$ cat config.mk
export PLATFORM = sky130hd
export DESIGN_NAME = hazard_fwd_ctrl
export DESIGN_NICKNAME = d
export VERILOG_FILES = /design/src/rtl/hazard_fwd_ctrl.sv
export SDC_FILE = /design/constraint.sdc
export NUM_CORES = 1
export LEC_CHECK = 0
export ABC_AREA = 1
export BUFFER_PORTS_ARGS = -buffer_cell sky130_fd_sc_hd__buf_2
export CORE_ASPECT_RATIO = 1.25
export CORE_MARGIN = 5
export CORE_UTILIZATION = 56
export DETAILED_ROUTE_END_ITERATION = 16
export PLACE_DENSITY = 0.77
export SKIP_CTS_REPAIR_TIMING = 1
export SYNTH_ARGS = -nofsm -noshare
export SYNTH_HDL_FRONTEND = slang
export SYNTH_SLANG_ARGS = --single-unit
$ cat constraint.sdc
create_clock -name clk -period 1.8 [get_ports clk]
set_input_delay 0.27 -clock clk [delete_from_list [all_inputs] [get_ports clk]]
set_output_delay 0.27 -clock clk [all_outputs]
set_load 0.005 [all_outputs]
$ cat src/rtl/hazard_fwd_ctrl.sv
// hazard_fwd_ctrl: load-use stall detection and EX operand forwarding for a 5-stage pipeline.
// EX/MEM/WB shadow records track each in-flight instruction's register usage.
module hazard_fwd_ctrl (
  input  logic        clk,
  input  logic        rst,
  input  logic [4:0]  id_rs,
  input  logic [4:0]  id_rt,
  input  logic        id_use_rs,
  input  logic        id_use_rt,
  input  logic [4:0]  id_dst,
  input  logic        id_regwrite,
  input  logic        id_memread,
  input  logic        flush,
  output logic [1:0]  fwd_a_sel,
  output logic [1:0]  fwd_b_sel,
  output logic        stall,
  output logic [15:0] stall_cnt
);
  typedef struct packed {
    logic       valid;
    logic [4:0] rs;
    logic [4:0] rt;
    logic       use_rs;
    logic       use_rt;
    logic [4:0] dst;
    logic       regwrite;
    logic       memread;
  } rec_t;

  rec_t ex_q, ex_d, mem_q, mem_d, wb_q, wb_d;
  logic [15:0] stall_cnt_q, stall_cnt_d;

  function automatic logic hit(input rec_t p, input logic u, input logic [4:0] r);
    return p.valid && p.regwrite && p.dst != 5'd0 && u && p.dst == r;
  endfunction

  always_comb begin
    stall = ex_q.valid && ex_q.memread && ex_q.dst != 5'd0 && !flush &&
            ((id_use_rs && id_rs == ex_q.dst) || (id_use_rt && id_rt == ex_q.dst));
    fwd_a_sel = !ex_q.valid ? 2'd0 : hit(mem_q, ex_q.use_rs, ex_q.rs) ? 2'd1 :
                hit(wb_q, ex_q.use_rs, ex_q.rs) ? 2'd2 : 2'd0;
    fwd_b_sel = !ex_q.valid ? 2'd0 : hit(mem_q, ex_q.use_rt, ex_q.rt) ? 2'd1 :
                hit(wb_q, ex_q.use_rt, ex_q.rt) ? 2'd2 : 2'd0;
    ex_d = (stall || flush) ? rec_t'('0) :
           rec_t'({1'b1, id_rs, id_rt, id_use_rs, id_use_rt, id_dst, id_regwrite, id_memread});
    mem_d = ex_q;
    wb_d = mem_q;
    stall_cnt_d = (stall && stall_cnt_q != 16'hFFFF) ? stall_cnt_q + 16'd1 : stall_cnt_q;
  end

  always_ff @(posedge clk) begin
    if (rst) begin
      ex_q        <= '0;
      mem_q       <= '0;
      wb_q        <= '0;
      stall_cnt_q <= '0;
    end else begin
      ex_q        <= ex_d;
      mem_q       <= mem_d;
      wb_q        <= wb_d;
      stall_cnt_q <= stall_cnt_d;
    end
  end

  assign stall_cnt = stall_cnt_q;
endmodule

==> flow_metrics.env <==
export IMPL_outcome="complete, no violations"
export IMPL_die_area_um2=6010
export IMPL_cts_made_buffers=5
export IMPL_clock_tree_htree_level_count=2
export IMPL_drive_above_1_share_pct=21.3
export IMPL_final_min_clock_period_ns=1.71
export IMPL_final_util_pct=66.5
export IMPL_die_width_um=70.4
export IMPL_flow_area_growth_from_synthesis_pct=15.4
export IMPL_port_buffers=42
export IMPL_worstPathBufferInverterCount=2
export IMPL_crit_start="ex_q[4]$_SDFF_PP0_"
export IMPL_track_usage_pct=19.5
export IMPL_ant_nets=0
export IMPL_slew_headroom_pct=80.7
export IMPL_initial_core_util_pct=57.6
export IMPL_clock_path_buffers=2
export IMPL_dpl_cell_area_um2=2810
export IMPL_critical_path_max_stage_delay_ns=0.41
export IMPL_drv_cap=0
export IMPL_cts_root_buf="sky130_fd_sc_hd__clkbuf_8"
export IMPL_timing_final_setup_violations=0
export IMPL_worst_hold_path_type="in -> reg"
export IMPL_postSynthRegisterBits=50
export IMPL_worstSetupStartpointType="flop"
export IMPL_synthCells=383
export IMPL_syn_mean_instance_area_um2=6.66
export IMPL_synth_sequential_area_ratio_pct=39.2
export IMPL_gpl_final_weighted_congestion=0.867
export IMPL_timing_critical_path_fanout_max=4
export IMPL_synth_fp_nets=406
export IMPL_wl_per_cell_um=11.4
export IMPL_gr_total_overflow=0
export IMPL_worstSetupPathType="reg -> out"
export IMPL_grt_start_max_net_pins=27
export IMPL_io_pins=43
export IMPL_chipHeight_um=85.5
export IMPL_grt_pass1_vias=2315
export IMPL_clk_latency_ns=0.29
export IMPL_multi_input_area_um2=1260
export IMPL_first_iter_violations=154
export IMPL_worst_hold_startpoint="id_dst[0]"
export IMPL_drt_pass1_iter_count=4
export IMPL_seq_area_um2=1010
export IMPL_rsz0062_at_grt="true"
export IMPL_register_clock_pin_slew_on_the_reported_worst_setup_and_hold_paths_ns=0.08
export IMPL_power_switching_fraction_pct=23.9
export IMPL_vias=2398
export IMPL_grt_pass1_wl_um=9710
export IMPL_final_area_um2=2940
export IMPL_switching_power_uw=472
export IMPL_max_slew_worst_pin_slew_ns=0.290
export IMPL_finalNetCount=449
export IMPL_antenna_found_initial=0
export IMPL_rr_startpoint="stall_cnt[1]$_SDFFE_PP0P_"
export IMPL_p_int_uw=1500
export IMPL_worst_path_dominant_cell_family="flip-flops"
export IMPL_final_max_slew_viol_count=0
export IMPL_worst_endpoint_required_ns=1.53
export IMPL_syn_cell_area_um2=2550
export IMPL_vdd_ir_drop_worst_v=0.000667
export IMPL_hpwlAfterDp_um=4220
export IMPL_crit_path_cell_trace="inv_2 -> nand2_1 -> nand2_1 -> nor2_1 -> nand3_2 -> a21oi_2 -> buf_2"
export IMPL_fp_coreArea_um2=4430
export IMPL_rows=27
export IMPL_worst_hold_slack_ns=0.174
export IMPL_synth_distinct_cells=35
export IMPL_most_prevalent_standard_cell_on_the_critical_path="sky130_fd_sc_hd__nand2_1"
export IMPL_cts_num_sinks=50
export IMPL_drc=0
export IMPL_yosysWarningCount=0
export IMPL_worst_path_max_delay_cell="sky130_fd_sc_hd__dfxtp_1"
export IMPL_share_comb_of_total_power_pct=8.0
export IMPL_pwr_share_seq_pct=58.5
export IMPL_worst_ep_arrival_time_ns=1.44
export IMPL_fmax_mhz=585
export IMPL_hold_viol=0
export IMPL_post_route_clock_period_utilization_pct=94.9
export IMPL_leakage_uw=0.00146
export IMPL_power_share_clock_pct=33.6
export IMPL_vias_per_cell=4.94
export IMPL_clock_skew_ns=0.00475
export IMPL_tritoncts="yes"
export IMPL_power_per_cell_area_nw_per_um2=671
export IMPL_worst_setup_path_end_kind="output pin"
export IMPL_route_final_wire_length_um=5550
export IMPL_n_fill_cell=405
export IMPL_antenna_diode_count=0
[path summary, 6_finish.rpt]
kind / slack, ns / cells after the start / to
setup / recovery: 0.09 / 7 / stall
hold / removal: 0.17 / 3 / ex_q[2]$_SDFF_PP0_
setup reg to reg: 0.16 / 10 / stall_cnt[0]$_SDFFE_PP0P_
hold reg to reg: 0.41 / 2 / mem_q[1]$_SDFF_PP0_
[per-layer routing]
| layer | track usage [%] | share of wire (%) | vias to the layer above | wire length [um] |
|---|---|---|---|---|
| met5 | 0 | 0 | - | 0 |
| met4 | 8.01 | 1.4 | 0 | 78 |
| met3 | 3.32 | 4.8 | 8 | 266 |
| met2 | 33.0 | 50 | 59 | 2750 |
| met1 | 24.2 | 44 | 1067 | 2450 |
| li1 | - | - | 1264 | - |
[sequential cells by signal, summed over array words and instances, names as in the netlist]
signal and cells:
mem_q 7, stall_cnt 16, ex_q 20, wb_q 7
[cell usage after synthesis (all sizes together)]
| cell type | count | share of area [%] |
|---|---|---|
| a211oi | 1 | 0.29 |
| nand4 | 17 | 4.2 |
| nand3b | 1 | 0.29 |
| xnor2 | 4 | 1.4 |
| xor2 | 5 | 1.7 |
| ha | 1 | 0.49 |
| nand2 | 91 | 14 |
| clkbuf | 2 | 0.29 |
| nor3b | 1 | 0.29 |
| nor4 | 1 | 0.25 |
| buf | 7 | 2.0 |
| o21ai | 4 | 0.78 |
| nor3 | 5 | 0.98 |
| a22o | 1 | 0.34 |
| nand3 | 24 | 6.1 |
| dfxtp | 50 | 39 |
| o22ai | 3 | 0.74 |
| and2 | 1 | 0.25 |
| o211ai | 3 | 0.88 |
| a21oi | 8 | 1.9 |
| inv | 68 | 10 |
| nor2 | 85 | 14 |
[layout by cell type, fill, tap and decap left out, types with 4 or more instances in the layout]
cell type	netlist	routed
sky130_fd_sc_hd__nand4_1	17	17
sky130_fd_sc_hd__nand3_1	20	19
sky130_fd_sc_hd__inv_1	61	59
sky130_fd_sc_hd__clkbuf_8	0	6
sky130_fd_sc_hd__dfxtp_2	0	11
sky130_fd_sc_hd__nor2_1	81	80
sky130_fd_sc_hd__xnor2_1	4	4
sky130_fd_sc_hd__xor2_1	5	5
sky130_fd_sc_hd__dfxtp_1	50	39
sky130_fd_sc_hd__inv_2	6	8
sky130_fd_sc_hd__nor3_1	5	4
sky130_fd_sc_hd__a21oi_1	6	6
sky130_fd_sc_hd__nand2_1	88	88
sky130_fd_sc_hd__buf_2	1	42
[worst reg2reg max path: stages (launching register included)]
cell                      delay, ns
sky130_fd_sc_hd__dfxtp_1       0.38
sky130_fd_sc_hd__ha_1          0.22
sky130_fd_sc_hd__nand3_1       0.15
sky130_fd_sc_hd__inv_2         0.13
sky130_fd_sc_hd__nand3_4       0.10
sky130_fd_sc_hd__nor2_8        0.20
sky130_fd_sc_hd__inv_6         0.06
sky130_fd_sc_hd__nand3_4       0.13
sky130_fd_sc_hd__nand2_1       0.06
sky130_fd_sc_hd__nand2_1       0.06
sky130_fd_sc_hd__nor2_1        0.04
[metrics by stage]
step,total power (uW),setup TNS [ns],cells,setup WS [ns]
floorplan,1280,0,383,0.350
global placement,1330,0,477,0.255
detailed placement,1330,0,477,0.186
CTS,1980,-0.0425,485,-0.0425
global route,2060,-0.0208,485,-0.0208
finish,1980,0,485,0.0910
[cell type report]
cell class / instances / area share [%]
multi-input cells: 256 / 42.7
repair buffers: 45 / 8.33
clock buffers: 6 / 2.80
inverters: 68 / 8.84
flip-flops and latches: 50 / 34.5
well taps: 58 / 2.46
clock inverters: 2 / 0.425
[power groups by stage]
stage	clock network, uW	logic (uW)	registers, uW
2_1_floorplan	0	106	1170
3_3_place_gp	0	149	1180
3_5_place_dp	0	152	1180
4_1_cts	679	153	1150
5_1_grt	727	178	1160
6_report	663	158	1160
[cell families (layout without fill, tap and decap cells)]
family / Yosys count / count (layout) / share of synthesized area [%]
buf+inv: 77 / 121 / 12.5
compound gates: 20 / 20 / 4.90
xor+xnor: 9 / 9 / 3.09
fa+ha+maj: 1 / 1 / 0.490
flops: 50 / 50 / 39.2
simple gates: 226 / 226 / 39.8
No activity file was read; power rests on OpenSTA's default activity.
